File: src/rtl/csr_trap_ctrl.sv
// Trap/return sequencer between WB, the CSR file and pre-IF: orders CSR commit strobes,
// runs the flush/redirect handshake after a trap or ertn, and injects pending interrupts once.
module csr_trap_ctrl #(
    parameter int FLUSH_CYCLES = 1
) (
    input  logic        clk,
    input  logic        resetn,
    input  logic        wb_valid,
    input  logic        wb_ex_req,
    input  logic [5:0]  wb_ecode_in,
    input  logic [8:0]  wb_esubcode_in,
    input  logic [31:0] wb_pc_in,
    input  logic [31:0] wb_vaddr_in,
    input  logic        wb_ertn,
    input  logic        wb_csr_we,
    input  logic [13:0] wb_csr_num,
    input  logic [31:0] wb_csr_wmask,
    input  logic [31:0] wb_csr_wvalue,
    input  logic        has_int,
    input  logic [31:0] ex_entry,
    input  logic [31:0] era_in,
    input  logic        id_int_ack,
    input  logic        redirect_ready,
    output logic        csr_we,
    output logic [13:0] csr_num,
    output logic [31:0] csr_wmask,
    output logic [31:0] csr_wvalue,
    output logic        csr_wb_ex,
    output logic [5:0]  csr_ecode,
    output logic [8:0]  csr_esubcode,
    output logic [31:0] csr_pc,
    output logic [31:0] csr_vaddr,
    output logic        csr_ertn_flush,
    output logic        int_mark,
    output logic        pipe_flush,
    output logic        wb_stall,
    output logic        redirect_valid,
    output logic [31:0] redirect_pc,
    output logic [1:0]  dbg_state
);

    localparam int CNT_W = $clog2(FLUSH_CYCLES + 1);

    typedef enum logic [1:0] {
        IDLE  = 2'd0,
        FLUSH = 2'd1,
        REDIR = 2'd2
    } state_e;

    state_e             state_q, state_d;
    logic [31:0]        target_q, target_d;
    logic [CNT_W-1:0]   cnt_q, cnt_d;
    logic               int_inflight_q, int_inflight_d;

    logic               in_idle;
    logic               take_ex;
    logic               take_ertn;
    logic               take_csr;

    // Exception beats ertn beats CSR write; WB is only listened to in IDLE.
    assign in_idle   = (state_q == IDLE);
    assign take_ex   = in_idle && wb_valid && wb_ex_req;
    assign take_ertn = in_idle && wb_valid && !wb_ex_req && wb_ertn;
    assign take_csr  = in_idle && wb_valid && !wb_ex_req && !wb_ertn && wb_csr_we;

    always_comb begin
        state_d        = state_q;
        target_d       = target_q;
        cnt_d          = cnt_q;
        int_inflight_d = int_inflight_q;

        csr_we         = take_csr;
        csr_num        = take_csr ? wb_csr_num : 14'd0;
        csr_wmask      = take_csr ? wb_csr_wmask : 32'd0;
        csr_wvalue     = take_csr ? wb_csr_wvalue : 32'd0;
        csr_wb_ex      = take_ex;
        csr_ecode      = take_ex ? wb_ecode_in : 6'd0;
        csr_esubcode   = take_ex ? wb_esubcode_in : 9'd0;
        csr_pc         = take_ex ? wb_pc_in : 32'd0;
        csr_vaddr      = take_ex ? wb_vaddr_in : 32'd0;
        csr_ertn_flush = take_ertn;

        int_mark       = has_int && in_idle && !int_inflight_q;
        pipe_flush     = 1'b0;
        wb_stall       = 1'b0;
        redirect_valid = 1'b0;
        redirect_pc    = 32'd0;

        case (state_q)
            IDLE: begin
                if (take_ex) begin
                    target_d = ex_entry;
                    cnt_d    = '0;
                    state_d  = FLUSH;
                end else if (take_ertn) begin
                    target_d = era_in;
                    cnt_d    = '0;
                    state_d  = FLUSH;
                end
            end
            FLUSH: begin
                pipe_flush = 1'b1;
                wb_stall   = 1'b1;
                if (cnt_q == CNT_W'(FLUSH_CYCLES - 1)) begin
                    cnt_d   = '0;
                    state_d = REDIR;
                end else begin
                    cnt_d = cnt_q + CNT_W'(1);
                end
            end
            REDIR: begin
                pipe_flush     = 1'b1;
                wb_stall       = 1'b1;
                redirect_valid = 1'b1;
                redirect_pc    = target_q;
                if (redirect_ready) begin
                    state_d = IDLE;
                end
            end
            default: begin
                state_d = IDLE;
            end
        endcase

        // A trap/return commit or a withdrawn interrupt re-arms injection; clears win over a set.
        if (int_mark && id_int_ack) begin
            int_inflight_d = 1'b1;
        end
        if (take_ex || take_ertn || !has_int) begin
            int_inflight_d = 1'b0;
        end
    end

    always_ff @(posedge clk or negedge resetn) begin
        if (!resetn) begin
            state_q        <= IDLE;
            target_q       <= 32'd0;
            cnt_q          <= '0;
            int_inflight_q <= 1'b0;
        end else begin
            state_q        <= state_d;
            target_q       <= target_d;
            cnt_q          <= cnt_d;
            int_inflight_q <= int_inflight_d;
        end
    end

    assign dbg_state = state_q;

endmodule

File: config.mk
export PLATFORM = sky130hd
export DESIGN_NAME = csr_trap_ctrl
export DESIGN_NICKNAME = d
export VERILOG_FILES = /design/src/rtl/csr_trap_ctrl.sv
export SDC_FILE = /design/constraint.sdc
export NUM_CORES = 1
export LEC_CHECK = 0
export BUFFER_PORTS_ARGS = -buffer_cell sky130_fd_sc_hd__buf_2
export CORE_AREA = 2 2 165 167
export CTS_CLUSTER_SIZE = 16
export DETAILED_ROUTE_END_ITERATION = 8
export DIE_AREA = 0 0 167 169
export MAX_ROUTING_LAYER = met4
export PLACE_DENSITY = 0.38
export SYNTH_ARGS = -nofsm -noshare
export SYNTH_HDL_FRONTEND = slang
export SYNTH_SLANG_ARGS = --single-unit
File: constraint.sdc
create_clock -name clk -period 2.4 [get_ports clk]
set_clock_uncertainty 0.15 [all_clocks]
set_input_delay 0.24 -clock clk [delete_from_list [all_inputs] [get_ports clk]]
set_output_delay 0.24 -clock clk [all_outputs]
set_load 0.05 [all_outputs]
==> results of run 1 <==
per-layer routing:
layer  up-vias  track usage (%)  wire, µm
met5         -                -         0
met4         0            4.160       299
met3        23            4.793      2030
met2       271            29.36     12130
met1      2026            13.38      6882
li1       2117                -         -
timing repair:
action / in CTS / in global routing
setup endpoints to repair: 153 / 144
hold buffers: 1 / 0
gates cloned: 3 / 1
buffers inserted: 5 / 1
pin swaps: 1 / 0
gates resized for setup: 165 / 74
hold endpoints to repair: 22 / 0
worst max-delay path: stages, from the launching register on:
cell and delay (ns):
dfrtp_2 0.42, inv_4 0.08, ha_4 0.14, nand2_2 0.07, nor4b_4 0.22, buf_6 0.18
buf_12 0.12, buf_16 0.14, and2_2 0.16, buf_8 0.14
report_power, final:
group | internal [mW] | total [mW] | switching [mW]
registers | 0.881 | 1.02 | 0.135
logic | 1.22 | 3.65 | 2.43
clock network | 0.491 | 0.792 | 0.301
state kept, by name, summed over array words and instances, names as in the netlist:
register,count
target_q,32
int_inflight_q,1
dbg_state,2
worst paths after layout:
path                                            endpoint                      from
worst max-delay path                       csr_wmask[29]  dbg_state[0]$_DFFE_PN0P_
worst min-delay path            target_q[29]$_DFFE_PN0P_                era_in[29]
worst max register to register  target_q[21]$_DFFE_PN0P_  dbg_state[0]$_DFFE_PN0P_
worst min register to register  target_q[29]$_DFFE_PN0P_  target_q[29]$_DFFE_PN0P_
max in group asynchronous       target_q[10]$_DFFE_PN0P_                    resetn
min in group asynchronous       target_q[17]$_DFFE_PN0P_                    resetn
layout make-up:
type                       instances  area (µm²)  share of cell area [%]
multi-input combinational        335        2039                   29.90
tap                              341       426.7                   6.256
inverter                           3       21.27                  0.3119
timing repair buffer             449        3281                   48.10
clock buffer                       5       125.1                   1.835
clock inverter                     3       43.79                  0.6421
antenna                            2       5.005                 0.07338
sequential                        35       878.3                   12.88
Yosys cell counts:
| library cell | n |
|---|---|
| o21ai_0 | 1 |
| buf_6 | 2 |
| nor4b_4 | 1 |
| buf_2 | 6 |
| buf_4 | 3 |
| and2_1 | 189 |
| nor3b_1 | 2 |
| a21oi_1 | 2 |
| clkbuf_1 | 20 |
| nor2_1 | 33 |
| inv_2 | 1 |
| o211a_1 | 1 |
| dfrtp_1 | 35 |
| nand2_1 | 66 |
| ha_1 | 4 |
| nor2b_1 | 1 |
| buf_1 | 3 |
| nand3_1 | 1 |
| mux2_2 | 2 |
| inv_1 | 2 |
| a31oi_1 | 32 |
stage by stage:
stage / instances / cell area, µm² / hold slack, ns
2_1_floorplan: 407 / 3069 / -0.2056
3_3_place_gp: 1152 / 5817 / 0.1625
3_5_place_dp: 1152 / 5817 / 0.1649
4_1_cts: 1169 / 6610 / 0.02650
5_1_grt: 1173 / 6820 / 0.03823
6_report: 1173 / 6820 / 0.04125
cells by family after synthesis:
kind of cell | after synthesis | synth area share, %
adder cells (fa/ha/maj) | 4 | 1.696
buffers and inverters | 37 | 5.852
flip-flops | 35 | 29.69
multiplexers | 2 | 0.7633
AND/OR/NAND/NOR | 293 | 54.37
AO/OA/AOI/OAI | 36 | 7.633
==> results_dict.tcl, run 1 <==
set metrics [dict create \
    synth.top_cell.area_share_pct 40.08 \
    crit_required_ns 2.01 \
    clkTransAtPathRegs_ns 0.06 \
    power_density_nw_per_um2 800.8 \
    max_slew.worst_pin.slew_ns 0.6673 \
    p_leak_nw 3.617 \
    reg2reg_depth 9 \
    ant_nets 0 \
    io_pins 428 \
    hp-class "input port to flop" \
    place_ws_ns 0.1228 \
    synth_nets 641 \
    clkSinkCount 35 \
    fin_util_pct 25.74 \
    gp_congestion 0.7628 \
    cp-end-kind "output port" \
    ys_warn_count 0 \
    fp.dieW_um 167 \
    route.vias.total 4437 \
    synth_top_area_cell "and2_1" \
    fill_cells 3001 \
    core.rowCount 60 \
    synthCells 407 \
    drive_above_1_share_pct 65.78 \
    worstPathMaxFanout 20 \
    clk_latency_ns 0.28 \
    finalCritPeriodShare_pct 98.08 \
    finalSetupViolCount 0 \
    yosysUniqueCellTypes 21 \
    avgSynthCellArea_um2 7.249 \
    ir_drop_mv 0.3328 \
    first_pass_iters 4 \
    holdPathStages 3 \
    cts_tree "done" \
    root_buffer "clkbuf_16" \
    grt_pass1_vias 4561 \
    syn2layout_area_growth_pct 131.2 \
    core-area_um2 26500 \
    synth_seq_cells 35 \
    run_status "complete, no violations" \
    grt_pass1_wl_um 29790 \
    p_total_mw 5.462 \
    post-route-worst-setup-slack_ns 0.04598 \
    most-common-layout-cells "buf_2, and2_1, buf_4" \
    mostFrequentLayoutCell "buf_2" \
    route.detailed.drc 0 \
    cp-start-kind "flop" \
    crit_arrival_ns 1.96 \
    final_hold_viol_count 0 \
    fin_setup_tns_ns 0 \
    fmax_mhz 424.8 \
    track_usage_pct 14.81 \
    drv_cap 0 \
    nets 1063 \
    numCtsBuffers 5 \
    period_minus_slack_ns 2.354 \
    wl_um 21340 \
    dieArea_um2 28220 \
    synth_area_leaders "and2_1, dfrtp_1, nand2_1" \
    synthesis.area_um2 2950 \
    yosysSeqAreaShare_pct 29.69 \
    vias_per_cell 3.783 \
    ff2ff_setup_slack_ns 0.43 \
    grt_max_degree 66 \
    cts.htree.levels 2 \
    wl_per_cell_um 18.19 \
    path_class "flop to output port" \
    rsz0062_at_grt "true" \
    drt_iter0_markers 112 \
    grt_overflow 0 \
    clockBufferDepth 2 \
    die_y_um 169 \
    portBuffers 427 \
    antenna_found_initial 10 \
    slew_headroom_pct 55.51 \
    dpl.hpwl_um 17280 \
    initial_core_util_pct 11.13 \
    slew_violations 0 \
]
Power figures use the tool's default switching activity.
==> run 2, diff against run 1 <==
- ABC_AREA: default -> 1
- CORE_AREA: 2 2 165 167 -> 2 2 166 168
- DIE_AREA: 0 0 167 169 -> 0 0 168 170
- GPL_ROUTABILITY_DRIVEN: default -> 0
- PLACE_DENSITY: 0.38 -> 0.4
==> results_dict.tcl, run 2 <==
set metrics [dict create \
    run_status "complete, no violations" \
    fin_hold_ws_ns 0.05146 \
    fin_cells 1399 \
    most-common-layout-cells "buf_2, inv_1, nor2_2" \
    io_pins 428 \
    combPwrFrac_pct 63.6 \
    die_y_um 170 \
    synth_nets 874 \
    cts.htree.levels 2 \
    regToRegEndpoint "target_q[28]$_DFFE_PN0P_" \
    top_register "target_q" \
    synthCells 640 \
    dpl.hpwl_um 16670 \
    cts_tree "done" \
    avgSynthCellArea_um2 5.222 \
    wl_um 20060 \
    dp_cells 1382 \
    clkSinkCount 35 \
    p_int_mw 2.167 \
    grt_max_degree 44 \
    core-area_um2 26650 \
    pwr-share-seq_pct 21.0 \
    grt_overflow 0 \
    route.detailed.drc 0 \
    power_frac_clock_pct 15.4 \
    ir_drop_mv 0.3377 \
    period_minus_slack_ns 2.283 \
    grt_pass1_wl_um 28480 \
    first_pass_iters 4 \
    nets 1291 \
    antenna_found_initial 7 \
    synth_area_leaders "dfrtp_1, inv_1, nor2_1" \
    synth_top_area_cell "dfrtp_1" \
    yosysUniqueCellTypes 18 \
    clkTransAtPathRegs_ns 0.06 \
    swShare_pct 54.63 \
    synth.top_cell.area_share_pct 26.21 \
    dieArea_um2 28560 \
    holdPathEnd "int_inflight_q$_DFFE_PN0P_" \
    drv_cap 0 \
    syn2layout_area_growth_pct 103.5 \
    fp.dieW_um 168 \
    ys_warn_count 0 \
    numCtsBuffers 5 \
    switching_power_mw 2.609 \
    async_reset_ff_share_pct 100.0 \
    timing.rr.start "dbg_state[1]$_DFFE_PN0P_" \
    crit_arrival_ns 1.89 \
    finalCritPeriodShare_pct 95.13 \
    fin_util_pct 25.52 \
    portBuffers 427 \
    fin_setup_tns_ns 0 \
    ff2ff_setup_slack_ns 0.30 \
    cp-start-kind "flop" \
    p_total_mw 4.776 \
    largest_register_ffs 32 \
    finalSetupViolCount 0 \
    worstPathMaxFanout 20 \
    root_buffer "clkbuf_16" \
    final_hold_viol_count 0 \
    synth_ff_type "dfrtp_1" \
    synth_seq_cells 35 \
    yosysMostFrequentCell "inv_1" \
    track_usage_pct 13.65 \
    synthesis.area_um2 3342 \
    drive_above_1_share_pct 56.01 \
    clockBufferDepth 2 \
    cp-end-kind "output port" \
    p_leak_nw 4.700 \
    fmax_mhz 438.0 \
    fill_cells 3113 \
    worstHoldStart "has_int" \
    vias_per_cell 3.508 \
    core.rowCount 60 \
    mostFrequentLayoutCell "buf_2" \
    max_slew.worst_pin.slew_ns 0.8968 \
    slew_headroom_pct 40.21 \
    crit_required_ns 2.01 \
    holdPathStages 3 \
    reg2reg_depth 8 \
    power_density_nw_per_um2 702.3 \
    drt_iter0_markers 145 \
    wl_per_cell_um 14.34 \
    yosys-top-cells-count "inv_1, nor2_1, nand2_1, o21ai_0, dfrtp_1" \
    grt_pass1_vias 4819 \
    clk_latency_ns 0.28 \
    yosysSeqAreaShare_pct 26.21 \
    hp-class "input port to flop" \
    initial_core_util_pct 12.54 \
    route.vias.total 4907 \
    path_class "flop to output port" \
    synth-edff-count 0 \
    ant_nets 0 \
    slew_violations 0 \
]
-- run 2: critical path: stages (launching register included) --
cell	delay, ns
dfrtp_1	0.40
inv_2	0.11
ha_4	0.17
nand2_1	0.08
inv_2	0.08
nand4_4	0.07
buf_4	0.19
buf_16	0.18
nor2_1	0.12
buf_4	0.21
-- run 2: how the worst max path moves through the flow --
stage	slack, ns	endpoint	from
after floorplan	-0.19	csr_wvalue[22]	dbg_state[0]$_DFFE_PN0P_
after global placement	0.20	csr_wmask[26]	dbg_state[0]$_DFFE_PN0P_
after detailed placement	0.17	csr_wmask[26]	dbg_state[0]$_DFFE_PN0P_
after CTS	0.008	csr_wvalue[20]	dbg_state[1]$_DFFE_PN0P_
after global routing	-0.007	csr_wmask[20]	dbg_state[0]$_DFFE_PN0P_
final	0.12	csr_wvalue[8]	dbg_state[0]$_DFFE_PN0P_
-- run 2: final cells by class --
class | instances | area [µm²] | area share, %
timing repair buffer | 445 | 2678 | 39.37
multi-input combinational | 340 | 1795 | 26.40
sequential | 35 | 875.8 | 12.88
inverter | 230 | 863.3 | 12.70
tap | 341 | 426.7 | 6.274
clock buffer | 6 | 128.9 | 1.895
clock inverter | 1 | 30.03 | 0.4416
antenna | 1 | 2.502 | 0.03680
-- run 2: kinds of logic (layout without fill, tap and decap cells) --
| kind of cell | count (synthesis) | in the layout | share of synthesized area [%] |
|---|---|---|---|
| flops | 35 | 35 | 26.21 |
| fa+ha+maj | 4 | 4 | 1.498 |
| other cells | 0 | 1 | 0 |
| compound gates | 66 | 66 | 9.996 |
| buf+inv | 265 | 682 | 31.15 |
| simple gates | 270 | 270 | 31.15 |
-- run 2: per-layer routing --
layer / track usage, % / share of wire [%] / vias up / wire length (µm)
li1: - / - / 2572 / -
met1: 15.12 / 39 / 2109 / 7848
met2: 25.80 / 54 / 204 / 10850
met3: 2.326 / 5.5 / 22 / 1099
met4: 2.533 / 1.3 / 0 / 261
met5: - / 0 / - / 0
-- run 2: timing repair --
item                                    CTS  global route
buffers inserted                          2             3
hold buffers                              1             0
resized for setup                        67            34
endpoints found under the setup margin   81            79
hold endpoints to repair                 35             0
gates cloned                              3             0
-- run 2: stage by stage --
stage / setup slack, ns / cell area (µm²)
2_1_floorplan: -0.1876 / 3645
3_3_place_gp: 0.2021 / 6231
3_5_place_dp: 0.1725 / 6231
4_1_cts: 0.008128 / 6671
5_1_grt: -0.006868 / 6800
6_report: 0.1168 / 6800
-- run 2: power groups by stage --
stage / Sequential, mW / Clock (mW) / Combinational, mW
floorplan: 1.04 / 0 / 2.10
global placement: 1.01 / 0 / 2.96
detailed placement: 1.01 / 0 / 2.96
CTS: 1.01 / 0.779 / 3.05
global route: 1.04 / 0.809 / 3.29
finish: 1.00 / 0.735 / 3.04
==> run 3, diff against run 2 <==
- CTS_BUF_LIST: default -> sky130_fd_sc_hd__clkbuf_16
==> results_dict.tcl, run 3 (synthesis gave the netlist of run 2 again) <==
set metrics [dict create \
    run_status "complete, no violations" \
    crit_required_ns 2.01 \
    worstPathMaxFanout 20 \
    grt_overflow 0 \
    dieArea_um2 28560 \
    portBuffers 427 \
    syn2layout_area_growth_pct 103.5 \
    core.rowCount 60 \
    post-route-worst-setup-slack_ns 0.1167 \
    reg2reg_depth 8 \
    grt_pass1_wl_um 28480 \
    root_buffer "clkbuf_16" \
    top_register "target_q" \
    route.vias.total 4902 \
    drt_iter0_markers 145 \
    placed_cell_area_um2 6231 \
    slew_headroom_pct 40.08 \
    clkSinkCount 35 \
    wl_um 20060 \
    first_pass_iters 4 \
    holdPathEnd "int_inflight_q$_DFFE_PN0P_" \
    p_leak_nw 4.704 \
    final_hold_viol_count 0 \
    fin_cells 1399 \
    grt_pass1_vias 4819 \
    p_total_mw 4.770 \
    fmax_mhz 438.0 \
    cts_tree "done" \
    path_class "flop to output port" \
    power_density_nw_per_um2 701.4 \
    vias_per_cell 3.504 \
    ff2ff_setup_slack_ns 0.30 \
    design_area_um2 6800 \
    holdPathStages 3 \
    finalCritPeriodShare_pct 95.14 \
    most-common-layout-cells "buf_2, inv_1, nor2_2" \
    initial_core_util_pct 12.54 \
    ant_nets 0 \
    clockBufferDepth 2 \
    cp-end-kind "output port" \
    route.detailed.drc 0 \
    finalSetupViolCount 0 \
    antenna_found_initial 7 \
    dpl.hpwl_um 16670 \
    core-area_um2 26650 \
    mostFrequentLayoutCell "buf_2" \
    clk_latency_ns 0.28 \
    fp.dieW_um 168 \
    hp-class "input port to flop" \
    numCtsBuffers 5 \
    nets 1291 \
    largest_register_ffs 32 \
    fill_cells 3113 \
    track_usage_pct 13.65 \
    fin_util_pct 25.52 \
    timing.rr.start "dbg_state[1]$_DFFE_PN0P_" \
    place_ws_ns 0.1725 \
    slew_violations 0 \
    crit_arrival_ns 1.89 \
    drv_cap 0 \
    fin_hold_ws_ns 0.04882 \
    drive_above_1_share_pct 56.01 \
    grt_max_degree 44 \
    ir_drop_mv 0.3379 \
    regArea_um2 875.8 \
    fin_setup_tns_ns 0 \
    die_y_um 170 \
    dp_cells 1382 \
    regToRegEndpoint "target_q[28]$_DFFE_PN0P_" \
    max_slew.worst_pin.slew_ns 0.8988 \
    cp-start-kind "flop" \
    multi_input_area_um2 1795 \
    wl_per_cell_um 14.34 \
    io_pins 428 \
    period_minus_slack_ns 2.283 \
    cts.htree.levels 2 \
    clkTransAtPathRegs_ns 0.06 \
    worstHoldStart "has_int" \
]
## run 3: changes by cell type in the layout (fill, tap and decap cells not counted), sizes merged
cell	before	now
clkbuf	10	9
inv	230	231
## run 3: final cells by class
cell class / count / share of cell area [%]
Antenna cell: 1 / 0.03680
Inverter: 230 / 12.70
Multi-Input combinational cell: 340 / 26.40
Tap cell: 341 / 6.274
Clock inverter: 2 / 0.4968
Timing Repair Buffer: 445 / 39.37
Clock buffer: 5 / 1.840
Sequential cell: 35 / 12.88
## run 3: repair_timing
action                                  in CTS  in global routing
gates cloned                                 3                  0
endpoints found under the setup margin      81                 79
hold buffers                                 1                  0
resized for setup                           67                 34
buffers inserted                             2                  3
endpoints found under the hold margin       35                  0
## run 3: worst max-delay path by stage
stage,endpoint,from,slack [ns],cells past startpoint
floorplan,csr_wvalue[22],dbg_state[0]$_DFFE_PN0P_,-0.19,8
finish,csr_wvalue[8],dbg_state[0]$_DFFE_PN0P_,0.12,9
global placement,csr_wmask[26],dbg_state[0]$_DFFE_PN0P_,0.20,8
global route,csr_wmask[20],dbg_state[0]$_DFFE_PN0P_,-0.007,9
detailed placement,csr_wmask[26],dbg_state[0]$_DFFE_PN0P_,0.17,8
CTS,csr_wvalue[20],dbg_state[1]$_DFFE_PN0P_,0.008,9
## run 3: power by group
part | switching [mW] | internal [mW] | total [mW]
clock | 0.250 | 0.480 | 0.731
sequential | 0.137 | 0.866 | 1.00
combinational | 2.22 | 0.816 | 3.04
total | 2.61 | 2.16 | 4.77
## run 3: metal layers
metal  GRT usage, %  share of wire (%)  up-vias
met2          25.80                 54      202
met4          2.533                1.3        0
met5              -                  0        -
met1          15.12                 39     2106
met3          2.326                5.5       22
li1               -                  -     2572
## run 3: critical path: stages (launching register included)
cell and delay, ns:
dfrtp_1 0.40, inv_2 0.11, ha_4 0.17, nand2_1 0.08, inv_2 0.08, nand4_4 0.07
buf_4 0.19, buf_16 0.18, nor2_1 0.12, buf_4 0.21
